### src/rtl/pq_sched_pkg.sv
// -----------------------------------------------------------------------------
// pq_sched_pkg
//   Shared types for the systolic priority-queue operation scheduler.
//   sched_state_t : scheduler FSM states
//   pq_op_t       : operation kind driven to the comparison datapath
// -----------------------------------------------------------------------------
package pq_sched_pkg;

    typedef enum logic [1:0] {
        IDLE,
        SWEEP,
        DONE
    } sched_state_t;

    typedef enum logic {
        OP_INS,
        OP_REM
    } pq_op_t;

endpackage

### src/rtl/pq_lvl_counter.sv
// -----------------------------------------------------------------------------
// pq_lvl_counter
//   Loadable level counter used to walk an operation through the queue levels.
//   Ports:
//     clk     : rising-edge clock
//     rst_n   : asynchronous active-low reset (counter -> 0)
//     i_load  : synchronous load of level 1 (has priority over i_inc)
//     i_inc   : increment by one
//     i_last  : terminal level of the current sweep
//     o_lvl   : current level
//     o_term  : o_lvl == i_last
// -----------------------------------------------------------------------------
module pq_lvl_counter #(
    parameter int unsigned W = 4
) (
    input  logic         clk,
    input  logic         rst_n,
    input  logic         i_load,
    input  logic         i_inc,
    input  logic [W-1:0] i_last,
    output logic [W-1:0] o_lvl,
    output logic         o_term
);

    logic [W-1:0] r_lvl;

    always_ff @(posedge clk or negedge rst_n) begin
        if (!rst_n) begin
            r_lvl <= '0;
        end else if (i_load) begin
            r_lvl <= W'(1);
        end else if (i_inc) begin
            r_lvl <= r_lvl + 1'b1;
        end
    end

    assign o_lvl  = r_lvl;
    assign o_term = (r_lvl == i_last);

endmodule

### src/rtl/pq_op_sched.sv
// -----------------------------------------------------------------------------
// pq_op_sched
//   Operation scheduler for the systolic priority queue. Arbitrates insert and
//   remove requests round-robin, gates them against full/empty, then drives the
//   granted operation through the comparison levels one level per cycle.
//   Parameters:
//     W       : level-index width
//     LEVELS  : queue capacity, 1 <= LEVELS <= 2^W-1
//   Ports:
//     clk, rst_n        : clock, asynchronous active-low reset
//     ins_req / rem_req : level-held requests
//     cmp_stall         : datapath not ready, hold current level
//     ins_ack / rem_ack : one-cycle grant pulses
//     op, lvl, lvl_vld  : operation / level presented to the datapath
//     done              : one-cycle completion pulse
//     busy              : FSM not idle
//     count, full, empty: occupancy and its decodes
//   Configuration macro:
//     PQ_SCHED_EARLY_TERM_EN : sweep only the occupied levels
//       (insert: last = count+1, remove: last = count, sampled at grant)
// -----------------------------------------------------------------------------
module pq_op_sched
    import pq_sched_pkg::*;
#(
    parameter int unsigned W      = 4,
    parameter int unsigned LEVELS = 15
) (
    input  logic         clk,
    input  logic         rst_n,
    input  logic         ins_req,
    input  logic         rem_req,
    input  logic         cmp_stall,
    output logic         ins_ack,
    output logic         rem_ack,
    output logic         op,
    output logic [W-1:0] lvl,
    output logic         lvl_vld,
    output logic         done,
    output logic         busy,
    output logic [W-1:0] count,
    output logic         full,
    output logic         empty
);

    localparam logic [W-1:0] LP_LEVELS = W'(LEVELS);

    sched_state_t r_state;
    sched_state_t w_next;
    pq_op_t       r_op;
    pq_op_t       r_last_grant;
    logic [W-1:0] r_count;
    logic         r_ins_ack;
    logic         r_rem_ack;

    logic         w_ins_elig;
    logic         w_rem_elig;
    logic         w_grant_ins;
    logic         w_grant_rem;
    logic         w_cnt_load;
    logic         w_cnt_inc;
    logic         w_term;
    logic         w_finish;
    logic [W-1:0] w_last;
    logic [W-1:0] w_lvl;

    assign full       = (r_count == LP_LEVELS);
    assign empty      = (r_count == '0);
    assign w_ins_elig = ins_req && !full;
    assign w_rem_elig = rem_req && !empty;

    // Last unstalled cycle of a sweep: FSM moves to DONE, occupancy updates.
    assign w_finish = (r_state == SWEEP) && !cmp_stall && w_term;

    always_ff @(posedge clk or negedge rst_n) begin
        if (!rst_n) begin
            r_state <= IDLE;
        end else begin
            r_state <= w_next;
        end
    end

    always_comb begin
        w_next      = r_state;
        w_grant_ins = 1'b0;
        w_grant_rem = 1'b0;
        w_cnt_load  = 1'b0;
        w_cnt_inc   = 1'b0;
        case (r_state)
            IDLE: begin
                // On a tie the type not granted last wins.
                if (w_ins_elig && (!w_rem_elig || r_last_grant == OP_REM)) begin
                    w_grant_ins = 1'b1;
                end else if (w_rem_elig) begin
                    w_grant_rem = 1'b1;
                end
                if (w_grant_ins || w_grant_rem) begin
                    w_cnt_load = 1'b1;
                    w_next     = SWEEP;
                end
            end
            SWEEP: begin
                if (!cmp_stall) begin
                    if (w_term) begin
                        w_next = DONE;
                    end else begin
                        w_cnt_inc = 1'b1;
                    end
                end
            end
            DONE:    w_next = IDLE;
            default: w_next = IDLE;
        endcase
    end

    always_ff @(posedge clk or negedge rst_n) begin
        if (!rst_n) begin
            r_op         <= OP_INS;
            r_last_grant <= OP_REM;
            r_ins_ack    <= 1'b0;
            r_rem_ack    <= 1'b0;
            r_count      <= '0;
        end else begin
            r_ins_ack <= w_grant_ins;
            r_rem_ack <= w_grant_rem;
            if (w_grant_ins) begin
                r_op         <= OP_INS;
                r_last_grant <= OP_INS;
            end else if (w_grant_rem) begin
                r_op         <= OP_REM;
                r_last_grant <= OP_REM;
            end
            if (w_finish) begin
                if (r_op == OP_INS) begin
                    r_count <= r_count + 1'b1;
                end else begin
                    r_count <= r_count - 1'b1;
                end
            end
        end
    end

`ifdef PQ_SCHED_EARLY_TERM_EN
    logic [W-1:0] r_last;

    always_ff @(posedge clk or negedge rst_n) begin
        if (!rst_n) begin
            r_last <= '0;
        end else if (w_grant_ins) begin
            r_last <= r_count + 1'b1;
        end else if (w_grant_rem) begin
            r_last <= r_count;
        end
    end

    assign w_last = r_last;
`else
    assign w_last = LP_LEVELS;
`endif

    pq_lvl_counter #(
        .W (W)
    ) u_lvl_counter (
        .clk    (clk),
        .rst_n  (rst_n),
        .i_load (w_cnt_load),
        .i_inc  (w_cnt_inc),
        .i_last (w_last),
        .o_lvl  (w_lvl),
        .o_term (w_term)
    );

    assign lvl     = w_lvl;
    assign op      = r_op;
    assign ins_ack = r_ins_ack;
    assign rem_ack = r_rem_ack;
    assign lvl_vld = (r_state == SWEEP);
    assign done    = (r_state == DONE);
    assign busy    = (r_state != IDLE);
    assign count   = r_count;

endmodule

### config.mk
export PLATFORM = sky130hd
export DESIGN_NAME = pq_op_sched
export DESIGN_NICKNAME = d
export VERILOG_FILES = /design/src/rtl/pq_sched_pkg.sv /design/src/rtl/pq_lvl_counter.sv /design/src/rtl/pq_op_sched.sv
export SDC_FILE = /design/constraint.sdc
export NUM_CORES = 1
export LEC_CHECK = 0
export ABC_AREA = 0
export CORE_AREA = 2 2 47 45
export DETAILED_ROUTE_END_ITERATION = 6
export DIE_AREA = 0 0 49 47
export GPL_TIMING_DRIVEN = 0
export PLACE_DENSITY = 0.73
export SLEW_MARGIN = 15
export SYNTH_ARGS = -nofsm -noshare
export SYNTH_HDL_FRONTEND = slang
export SYNTH_HIERARCHICAL = 1
export SYNTH_SLANG_ARGS = --single-unit
### constraint.sdc
create_clock -name clk -period 3.9 [get_ports clk]
set_clock_uncertainty 0.2 [all_clocks]
set_input_delay 0.585 -clock clk [delete_from_list [all_inputs] [get_ports clk]]
set_output_delay 0.585 -clock clk [all_outputs]
set_load 0.05 [all_outputs]
# --- Word-level counts from Yosys, hierarchy flattened ---
# Index checks and enable logic that the tools add are counted.
word_totals:
  register_bits: 14
  in_bits: 5
  out_inout_bits: 16
  wordCells: 55
classes:
  add_sub_neg: 3
  eq_ne: 7
  mux: 21
  n_reduce_logical: 17
op_table:
  columns: ["op", "count"]
  rows:
  - ["1-bit 2-to-1 mux", 14]
  - ["4-bit 2-to-1 mux", 3]
  - ["4-bit by 1-bit adder with 4-bit output (second input constant)", 2]
  - ["4-bit == test (second input constant)", 2]
  - ["2-bit 2-to-1 mux", 3]
  - ["2-bit nonzero test", 3]
  - ["1-bit logical AND", 5]
  - ["1-bit zero test", 4]
  - ["4-bit zero test", 1]
  - ["2-bit inequality test (second input constant)", 2]
  - ["2-bit one-hot mux with 2 select lines", 1]
  - ["4-bit by 1-bit subtractor with 4-bit output (second input constant)", 1]
  - ["3-bit AND reduction", 1]
  - ["2-bit by 1-bit == test with 1-bit output (second input constant)", 1]
  - ["2-bit == test (second input constant)", 1]
  - ["2-bit zero test", 1]
  - ["1-bit logical OR", 2]
  - ["2-bit by 1-bit inequality test with 1-bit output (second input constant)", 1]

# --- Depth between registers and ports, before layout ---
# Gate-level depths: netlist of run 1.
depth:
  ltp_word: 12
  depth_mapped: 7
  ltp_nobuf: 6

# --- By module ---
# The synthesis of run 1 kept the hierarchy.
by_module_without_submodules:
  columns: ["mod", "n_inst", "cells_per_inst", "area_per_inst_um2", "seq_area_each_um2"]
  rows:
  - ["pq_op_sched", 1, 53, 548.0, 251.5]
  - ["pq_lvl_counter", 1, 21, 236.5, 100.1]

# --- Worst setup path before layout of run 1 ---
# No wires, ideal clock.
synth_path:
  kind: "flip-flop to output port"
  startpoint: "register r_count[0] (netlist: count[0])"
  endpoint: "output empty"
  t_arrival_ps: 2209
  required_ps: 3115
  path_slack_ps: 906
  path_stages_with_launch: 2
  n_path_buf: 0
  path_cell_list: "dfrtp_1 nor4_1"
synth_via:
  elab_chain_cells: 1
synth_lines:
  columns: ["item", "line", "source"]
  rows:
  - ["from (decl)", "pq_op_sched.sv:51", "logic [W-1:0] r_count;"]
  - ["from (signal assigned)", "pq_op_sched.sv:134", "r_count <= r_count + 1'b1;"]
  - ["from (signal assigned)", "pq_op_sched.sv:136", "r_count <= r_count - 1'b1;"]
  - ["4-bit zero test", "pq_op_sched.sv:67", "assign empty = (r_count == '0);"]
  - ["to (decl)", "pq_op_sched.sv:42", "output logic empty"]
# Every way passes these cells.

# --- Worst setup path in the final report of run 1 ---
# Same ends and word-level chain as after synthesis.

==> results of run 1 <==
==> cell type report <==
class                   count  area [um2]  area share, %
plain buffers               1        11.3           1.07
inverters                   7        26.3           2.49
well taps                  25        31.3           2.97
flip-flops and latches     14         352           33.4
repair buffers             20         200           19.0
multi-input cells          55         407           38.6
clock buffers               4        26.3           2.49
==> final timing paths <==
kind	startpoint	to	slack [ns]	cells past startpoint
min	r_state[1]$_DFFE_PN0P_	r_state[0]$_DFFE_PN0P_	0.30	1
min reg2reg	r_state[1]$_DFFE_PN0P_	r_state[0]$_DFFE_PN0P_	0.30	1
max reg2reg	u_lvl_counter/o_lvl[0]$_DFFE_PN0P_	u_lvl_counter/o_lvl[3]$_DFFE_PN0P_	1.73	5
max in group asynchronous	rst_n	u_lvl_counter/o_lvl[1]$_DFFE_PN0P_	2.60	1
max	count[0]$_DFFE_PN0P_	empty	1.16	2
min in group asynchronous	rst_n	count[2]$_DFFE_PN0P_	0.48	1
==> critical path, delay by kind of cell, from the launching register on <==
| family | cells | cell delay [ns] |
|---|---|---|
| simple gates | 1 | 0.34 |
| flops | 1 | 0.46 |
| buf+inv | 1 | 0.86 |
==> cell usage in the layout (no fill, tap or decap), types with 2 or more instances in the layout <==
cell	Yosys	final
xnor2_1	3	3
nand2_1	3	3
ha_1	3	3
inv_1	7	7
nand4_1	2	2
mux2i_1	2	2
conb_1	1	4
nor4_1	2	2
clkbuf_4	0	3
nor2b_1	2	2
dfrtp_1	13	13
clkdlybuf4s50_1	0	20
and2b_1	2	2
nor2_1	7	7
a21oi_1	4	4
xor2_1	5	5
==> flip-flops by register name, summed over array words and instances, names as in the netlist <==
signal	cells
r_state	2
rem_ack	1
ins_ack	1
op	1
u_lvl_counter/o_lvl	4
r_last_grant	1
count	4
==> cell usage after synthesis (all sizes together) (2+ instances only) <==
library cell  count
a21oi             4
nor2b             2
mux2              2
xnor2             3
nand2             3
xor2              5
dfrtp            13
nor2              7
inv               7
ha                3
and2b             2
mux2i             2
nor4              2
nand4             2
==> power groups by stage <==
| stage | Clock [mW] | Combinational (mW) | Sequential, mW |
|---|---|---|---|
| after CTS | 0.0956 | 0.613 | 0.292 |
| after global routing | 0.0963 | 0.647 | 0.307 |
| after detailed placement | 0 | 0.610 | 0.296 |
| after global placement | 0 | 0.594 | 0.292 |
| after floorplan | 0 | 0.271 | 0.447 |
| final | 0.0881 | 0.609 | 0.293 |
==> layer usage <==
layer  part of all wire [%]  track usage [%]  wire [um]  vias to the layer above
met4                    1.6             10.9         26                        0
met5                      0                0          0                        -
met3                    3.9             5.41         63                        4
met1                     46             19.0        743                      298
met2                     48             26.6        768                       12
li1                       -                -          -                      305
==> cell families after synthesis <==
kind of cell	after synthesis	share of synthesized area, %
AND/OR/NAND/NOR	24	17.2
flip-flops	14	44.8
AO/OA/AOI/OAI	11	10.5
XOR/XNOR	8	8.93
buffers and inverters	8	4.79
adder cells (fa/ha/maj)	4	7.34
multiplexers	4	5.90
other	1	0.478
==> summary.md, run 1 <==
| Metric | Value |
|---|---|
| 1st-iter DRT viols | `11` |
| Root buffer cell | `clkbuf_4` |
| Pwr Density | `between 900 and 1000 mW/mm2` |
| Seq/Total Area, Yosys | `between 40 and 50%` |
| Worst EP arrival | `around 2.0 ns` |
| Drt wl/cell | `roughly 13 um` |
| Path type of the worst setup path | `flip-flop to primary output` |
| DP Cell Count | `approximately 120` |
| Cell Rows | `15` |
| Share of Yosys cell area claimed by the top area cell type | `approximately two fifths` |
| Post-CTS Setup Repair Bufs | `0` |
| Unique masters post-synth | `32` |
| Tcrit/Tclk final | `a little over two thirds` |
| First-pass GRT wire length | `2680 um` |
| Register share of total power | `29.6%` |
| CP max stage delay | `~0.86 ns` |
| Filler instances | `between 150 and 200` |
| Io pins | `21` |
| Clk Latency, worst-skew pair | `0.29 ns` |
| Remaining antenna violation count after routing | `0` |
| CP Cell Sequence | `nor4_1, clkdlybuf4s50_1` |
| Logic pwr share | `between 60% and 70%` |
| Final WL | `between 1500 and 2000 um` |
| Slew headroom | `between 50% and 60%` |
| Slowest cell on crit path | `clkdlybuf4s50_1` |
| Die height | `~47 um` |
| Maximum vdd drop | `0.422 mV` |
| Most common flop cell mapped by yosys | `dfrtp_1` |
| Synthesized area | `approximately 780 um2` |
| Max Slew Vio Count | `0` |
| Pwr Total | `just under 1 mW` |
| N_diodes | `0` |
| Grt ovf | `0` |
| Synth Instances | `74` |
| Pleak | `roughly 0.49 nW` |
| Worst Hold Class | `flip-flop to flip-flop` |
| Yosys reg bits | `14` |
| Clock network power share | `a little under 9%` |
| GRT Util Overall | `16.2%` |
| Synth-to-layout area growth | `34.3%` |
| Num CTS Buffers | `3` |
| Switching power total | `0.503 mW` |
| Largest net degree at the start of global routing | `15` |
| Die Footprint | `0.00230 mm2` |
| Clock Sinks | `14` |
| Post-CTS sizing | `0` |
| Req. time, crit path | `approximately 3.1 ns` |
| Crit end category | `primary output` |
| YS warnings | `6` |
| Top area cells in the synthesized netlist | `dfrtp_1 41%, xor2_1 5.6%, ha_1 4.8%` |
| Cts hold-fix bufs | `0` |
| Final setup viols | `0` |
| Non-filler cells, final | `126` |
| Place WS | `around 1.3 ns` |
| H-tree depth | `1` |
| Mean Syn Cell Area | `roughly 11 um2` |
| Via count | `between 600 and 700` |
| F_max | `365 MHz` |
| Maxcap violations | `0` |
| I/O Buffers | `20` |
| Final hold violations | `0` |
| Vias in the first global route | `~630` |
| Status | `completed` |
| Minimum clock period | `approximately 2.7 ns` |
| Post-layout util | `just under 60%` |
| Final GP Congestion | `approximately 0.7` |
| Int Power | `0.486 mW` |
| Async S/R FF share, synth | `between 90% and 100%` |
| Die X | `49 um` |
| Final nets | `between 100 and 150` |
| Initial antenna violation count | `0` |
| Synth area leader | `dfrtp_1` |
| Slew of the pin with the lowest slew margin | `approximately 0.7 ns` |
| DP HPWL | `about 1200 um` |
| Avg Vias per Cell | `a little under 5` |
| Placed Area | `a little over 0.001 mm2` |
| TritonCTS clock tree | `yes` |
| Worst Slack Setup Final | `approximately 1.2 ns` |
| Number of synthesized flops with an enable pin | `0` |
| First-pass DRT Iterations | `4` |
| Final instance area | `0.00105 mm2` |
| Setup TNS | `0 ns` |
| Core area | `about 0.0018 mm2` |
| Clock Path Buffers | `2` |
| Unrepaired setup endpoints after global routing | `no` |
| Critical-path maximum fanout | `6` |
| Switching Share | `between 50% and 60%` |
| Residual DRC | `0` |
| Min Hold Slack | `roughly 0.30 ns` |
| Starting Density | `a little over two fifths` |
| Share of layout cells above drive strength 1 | `9.90%` |
| Clock-pin transition on the worst setup and hold timing paths | `~0.090 ns` |
| Startpoint type of the worst setup path | `flip-flop` |
No activity file was read; power rests on OpenSTA's default activity.
==> run 2, diff against run 1 <==
Clock period 3.9 ns to 2.9 ns, I/O delays scaled along.
==> results of run 2 <==
The final DEF is identical to that of run 1. Status: completed.
Among the figures that moved: setup slack after placement 1.34 ns -> 0.492 ns; setup slack after layout 1.16 ns -> 0.308 ns; register-to-register setup slack 1.73 ns -> 0.73 ns; total power 0.990 mW -> 1.33 mW; worst IR drop on VDD 0.422 mV -> 0.568 mV
==> edit 1: new RTL, flow settings as in run 2 <==
The 3 states of `sched_state_t` get a one-hot encoding in 3 bits.
--- a/src/rtl/pq_sched_pkg.sv
+++ b/src/rtl/pq_sched_pkg.sv
@@ -6,10 +6,10 @@
 // -----------------------------------------------------------------------------
 package pq_sched_pkg;
 
-    typedef enum logic [1:0] {
-        IDLE,
-        SWEEP,
-        DONE
+    typedef enum logic [2:0] {
+        IDLE  = 3'b001,
+        SWEEP = 3'b010,
+        DONE  = 3'b100
     } sched_state_t;
 
     typedef enum logic {
Check against the original RTL: same outputs for any inputs over 10 cycles, from zero or initial values and one cycle with rst_n low; not proved beyond that.
==> edit 1 against run 2 <==
  * Critical path depth grew 1
  * Worst setup slack is essentially flat
  * First-iteration DRC count shrank 64%
  * Sequential cell count grew 1
  * Design area grew 3.3%
  * Total power shrank 23%
  * Area after synthesis grew 4.5%
  * Wire length shrank 6.7%
  * Largest cell class unchanged
==> edit 1: results (changes against run 2) <==
Nets 114 (+2.7%); top_reg_cell synth dfrtp_1; global-route wire length before repair 2510 um (-6.4%); # placed instances 125 (+2.5%); register area share after synthesis 46.1% (+1.3 points); largest net degree at the start of global routing 16 (+1); post-synthesis mux area share 3.05% (-2.8 points); gate count after technology mapping 77 (+4.1%); Compound-Gate Fraction of Synth Area 11.6% (+1.1 points); asr flop ratio synth 100% (unchanged); Post-CTS Resized 0 (unchanged); post-detail-place hpwl 1130 um (-7.6%); Clk pin slew, worst setup/hold paths 90 ps (about the same); # port buffers 20 (unchanged); outcome finished, final reports clean; Critical Path AT 1960 ps (about the same); Crit Path Max Fanout 7 (+1); post-route antenna net violation count 0 (unchanged); Filler cells 164 (-4.7%); Synth top cells by count 13 x dfrtp_1, 6 x inv_1, 6 x xor2_1; Critical Path Sink full; Total Routing Usage GR 14.8% (-1.5 points); Post-Synth Adder-Cell Area 7.02% (-0.31 points); Via density 4.81 (-2.2%); Worst IR Drop VDD 0.734 mV (+29%); number of global-route vias before repair 588 (-6.8%); fraction of layout cells with a size suffix above 1 13.5% (+3.6 points); Distinct cells, synth 36 (+13%); Hold/Removal Path Class register to register; Synth Area in XOR/XNOR 8.55% (-0.38 points); antenna cells 0 (unchanged); r2r setup slk 800 ps (+70 ps); RR Endpoint u_lvl_counter/o_lvl[3]; CTS Buf Count 3 (unchanged); Crit. Startpoint count[0]; leading post-synthesis cells by cell area dfrtp_1 40%, dfstp_2 6.4%, xor2_1 6.4%, ha_1 4.6%, o41ai_4 3.4%; H-tree levels 1 (unchanged); Ys Warns 6 (unchanged); CTS Buffer Depth 2 (unchanged); DR WL/cell 11.6 um (-8.8%); Routed WL 1500 um (-6.7%); Reg2Reg Depth 5 (unchanged); Iteration-0 DRC Markers 4 (-7); first-pass detailed-route iteration total 2 (-2); CTS root buf clkbuf_4; slew margin rel. 55.4% (+2.2 points); Placer Congestion 0.697 (-2.3%); Period minus WS final 2590 ps (+0.0400 ps); start of the worst register-to-register path u_lvl_counter/o_lvl[0]; sw frac 48.4% (-2.4 points); post-placement setup slack 578 ps (+85.7 ps); Leak Pwr 0.000482 uW (-1.3%); initial antenna violation count 0 (unchanged)
## edit 1: per-stage QoR
step                total power (uW)  instance area, um^2
floorplan                        740                  831
global placement                 901                 1060
detailed placement               910                 1060
CTS                             1030                 1090
global route                    1090                 1090
finish                          1020                 1090
## edit 1: power groups by stage
stage / registers, uW / logic, uW / clock network [uW]
floorplan: 465 / 275 / 0
global placement: 346 / 554 / 0
detailed placement: 349 / 561 / 0
CTS: 345 / 564 / 123
global route: 356 / 605 / 130
finish: 343 / 560 / 120
## edit 1: routing by layer
| layer | part of all wire (%) | GRT usage (%) | up-vias |
|---|---|---|---|
| li1 | - | - | 312 |
| met1 | 48 | 18.0 | 293 |
| met2 | 47 | 26.0 | 13 |
| met3 | 2.9 | 3.18 | 2 |
| met4 | 1.6 | 6.86 | 0 |
| met5 | 0 | 0 | - |
## edit 1: how the worst min path moves through the flow
stage,start,end,slack (ps),cells past startpoint
after floorplan,rst_n,count[0],-60,0
after global placement,r_last_grant,r_last_grant,270,2
after detailed placement,r_last_grant,r_last_grant,270,2
after CTS,r_last_grant,r_last_grant,290,2
after global routing,r_last_grant,r_last_grant,310,2
final,r_last_grant,r_last_grant,290,2
## edit 1: worst max-delay path, cell delays in order, from the launching register on
cell	delay [ps]
dfrtp_1	530
nand4_1	250
inv_1	100
clkdlybuf4s50_1	800
## edit 1: kinds of logic after synthesis
group,Yosys count
AOI/OAI and AO/OA,12
xor gates and xnor gates,8
other,1
DFF,15
muxes,2
buffers and inverters,7
adders and majority gates,4
and+or+nand+nor,28
## edit 1: final cells by class
type	count	share of cell area [%]
Multi-Input combinational cell	58	39.2
Timing Repair Buffer	20	18.4
Inverter	7	2.41
Tap cell	25	2.87
Clock buffer	4	2.41
Sequential cell	15	34.7
==> edit 2: new RTL, settings of run 2 <==
Made on the original files. Change the parameter `LEVELS` from 15 to 7.
--- a/src/rtl/pq_op_sched.sv
+++ b/src/rtl/pq_op_sched.sv
@@ -23,7 +23,7 @@
     import pq_sched_pkg::*;
 #(
     parameter int unsigned W      = 4,
-    parameter int unsigned LEVELS = 15
+    parameter int unsigned LEVELS = 7
 ) (
     input  logic         clk,
     input  logic         rst_n,
Behaviour: not the same (a bounded check fails within 10 cycles, from zero or initial values and one cycle with rst_n low).
==> edit 2 against run 2 <==
  * Total power up 0.99%
  * Die area is the same
  * Wire length fell by 0.44%
  * Worst setup slack got worse by 120 ps
  * Cell count is 2.4% higher
  * Design area rose by 1.1%
  * Area after synthesis is 1.9% higher
  * Critical path depth rose by 1
  * Register-to-register slack worse by 20 ps
  * Sequential cell count is the same
  * Via count is 5.0% higher
==> edit 2: results (changes against run 2) <==
outcome finished, final reports clean; fraction of layout cells with a size suffix above 1 9.62% (-0.29 points); Residual DRC 0 (unchanged); leading post-synthesis cells by cell area dfrtp_1 41%, xor2_1 5.5%, ha_1 4.7%, nor2_1 3.8%, dfstp_2 3.3%; H-tree levels 1 (unchanged); RR Endpoint count[3]; Setup Fix Bufs, Post-CTS 0 (unchanged); Worst IR Drop VDD 0.764 mV (+35%); Hold EP r_last_grant; global-route wire length before repair 2700 um (+0.48%); Nets 114 (+2.7%); Placer Congestion 0.793 (+11%); DR WL/cell 12.4 um (-2.8%); post-synthesis mux area share 5.79% (-0.11 points); register area share after synthesis 44.0% (-0.84 points); Synth Area in XOR/XNOR 8.76% (-0.17 points); CTS Buf Count 3 (unchanged); top_reg_cell synth dfrtp_1; number of enable flip-flop cells after synthesis 0 (unchanged); Crit Path Max Fanout 6 (unchanged); Filler cells 178 (+3.5%); Leak Pwr 0.000483 uW (-1.2%); asr flop ratio synth 100% (unchanged); Via Count 650 (+5.0%); hold wc startpoint r_last_grant; Iteration-0 DRC Markers 8 (-3); Distinct cells, synth 34 (+6.3%); Worst Max-Slew Pin Slew 668 ps (-32.0 ps); Hold/Removal Path Class register to register; final cell count without fillers 129 (+2.4%); start of the worst register-to-register path u_lvl_counter/o_lvl[1]; Total Routing Usage GR 15.6% (-0.66 points); post-detail-place hpwl 1220 um (about the same); worst skew pair latency 270 ps (-20 ps); number of global-route vias before repair 652 (+3.3%); Ys Warns 6 (unchanged); Psw 683 uW (+0.91%); # port buffers 20 (unchanged); post-placement setup slack 505 ps (+12.8 ps); Reg2Reg Depth 7 (+2); r2r setup slk 710 ps (-20 ps); Compound-Gate Fraction of Synth Area 9.55% (-0.98 points); gate count after technology mapping 78 (+5.4%); initial antenna violation count 0 (unchanged); Synth top cells by count 13 x dfrtp_1, 8 x nor2_1, 5 x a21oi_1, 5 x xor2_1, 4 x inv_1; Critical Path AT 2080 ps (+120 ps); hold path cells 2 (+1); Post-Synth Adder-Cell Area 7.20% (-0.14 points); Hold Worst Slack 303 ps (+5.66 ps); Clk pin slew, worst setup/hold paths 80 ps
-- edit 2: metal layers --
layer	vias up	track usage [%]	wire length, um
met5	-	0	0
met4	0	8.57	8
met3	2	2.87	78
met2	21	28.2	768
met1	314	18.3	740
li1	313	-	-
-- edit 2: how the worst max path moves through the flow --
| stage | from | end | slack [ps] | cells past startpoint |
|---|---|---|---|---|
| after floorplan | count[0] | empty | 560 | 2 |
| after global placement | count[0] | empty | 500 | 3 |
| after detailed placement | count[0] | empty | 510 | 3 |
| after CTS | count[0] | empty | 170 | 3 |
| after global routing | count[0] | empty | 100 | 3 |
| final | count[0] | empty | 190 | 3 |
-- edit 2: power by group through the flow --
| stage | clock network [uW] | registers, uW | logic (uW) |
|---|---|---|---|
| after floorplan | 0 | 590 | 389 |
| after global placement | 0 | 379 | 832 |
| after detailed placement | 0 | 383 | 853 |
| after CTS | 118 | 382 | 858 |
| after global routing | 125 | 397 | 912 |
| final | 111 | 381 | 853 |
-- edit 2: through the flow --
stage               power [uW]  cell area, um^2
detailed placement        1240             1040
floorplan                  979              807
finish                    1340             1060
CTS                       1360             1060
global route              1430             1060
global placement          1210             1040
-- edit 2: worst max-delay path, stage by stage, from the launching register on --
cell	delay (ps)
dfrtp_1	450
or3_1	430
nor2_1	110
clkdlybuf4s50_1	810
-- edit 2: final cells by class --
| class | instances | area, um^2 | share of cell area (%) |
|---|---|---|---|
| Timing Repair Buffer | 20 | 200 | 18.8 |
| Tap cell | 25 | 31.3 | 2.94 |
| Sequential cell | 14 | 352 | 33.0 |
| Buffer | 2 | 16.3 | 1.53 |
| Clock buffer | 4 | 26.3 | 2.47 |
| Inverter | 4 | 15.0 | 1.41 |
| Multi-Input combinational cell | 60 | 424 | 39.8 |
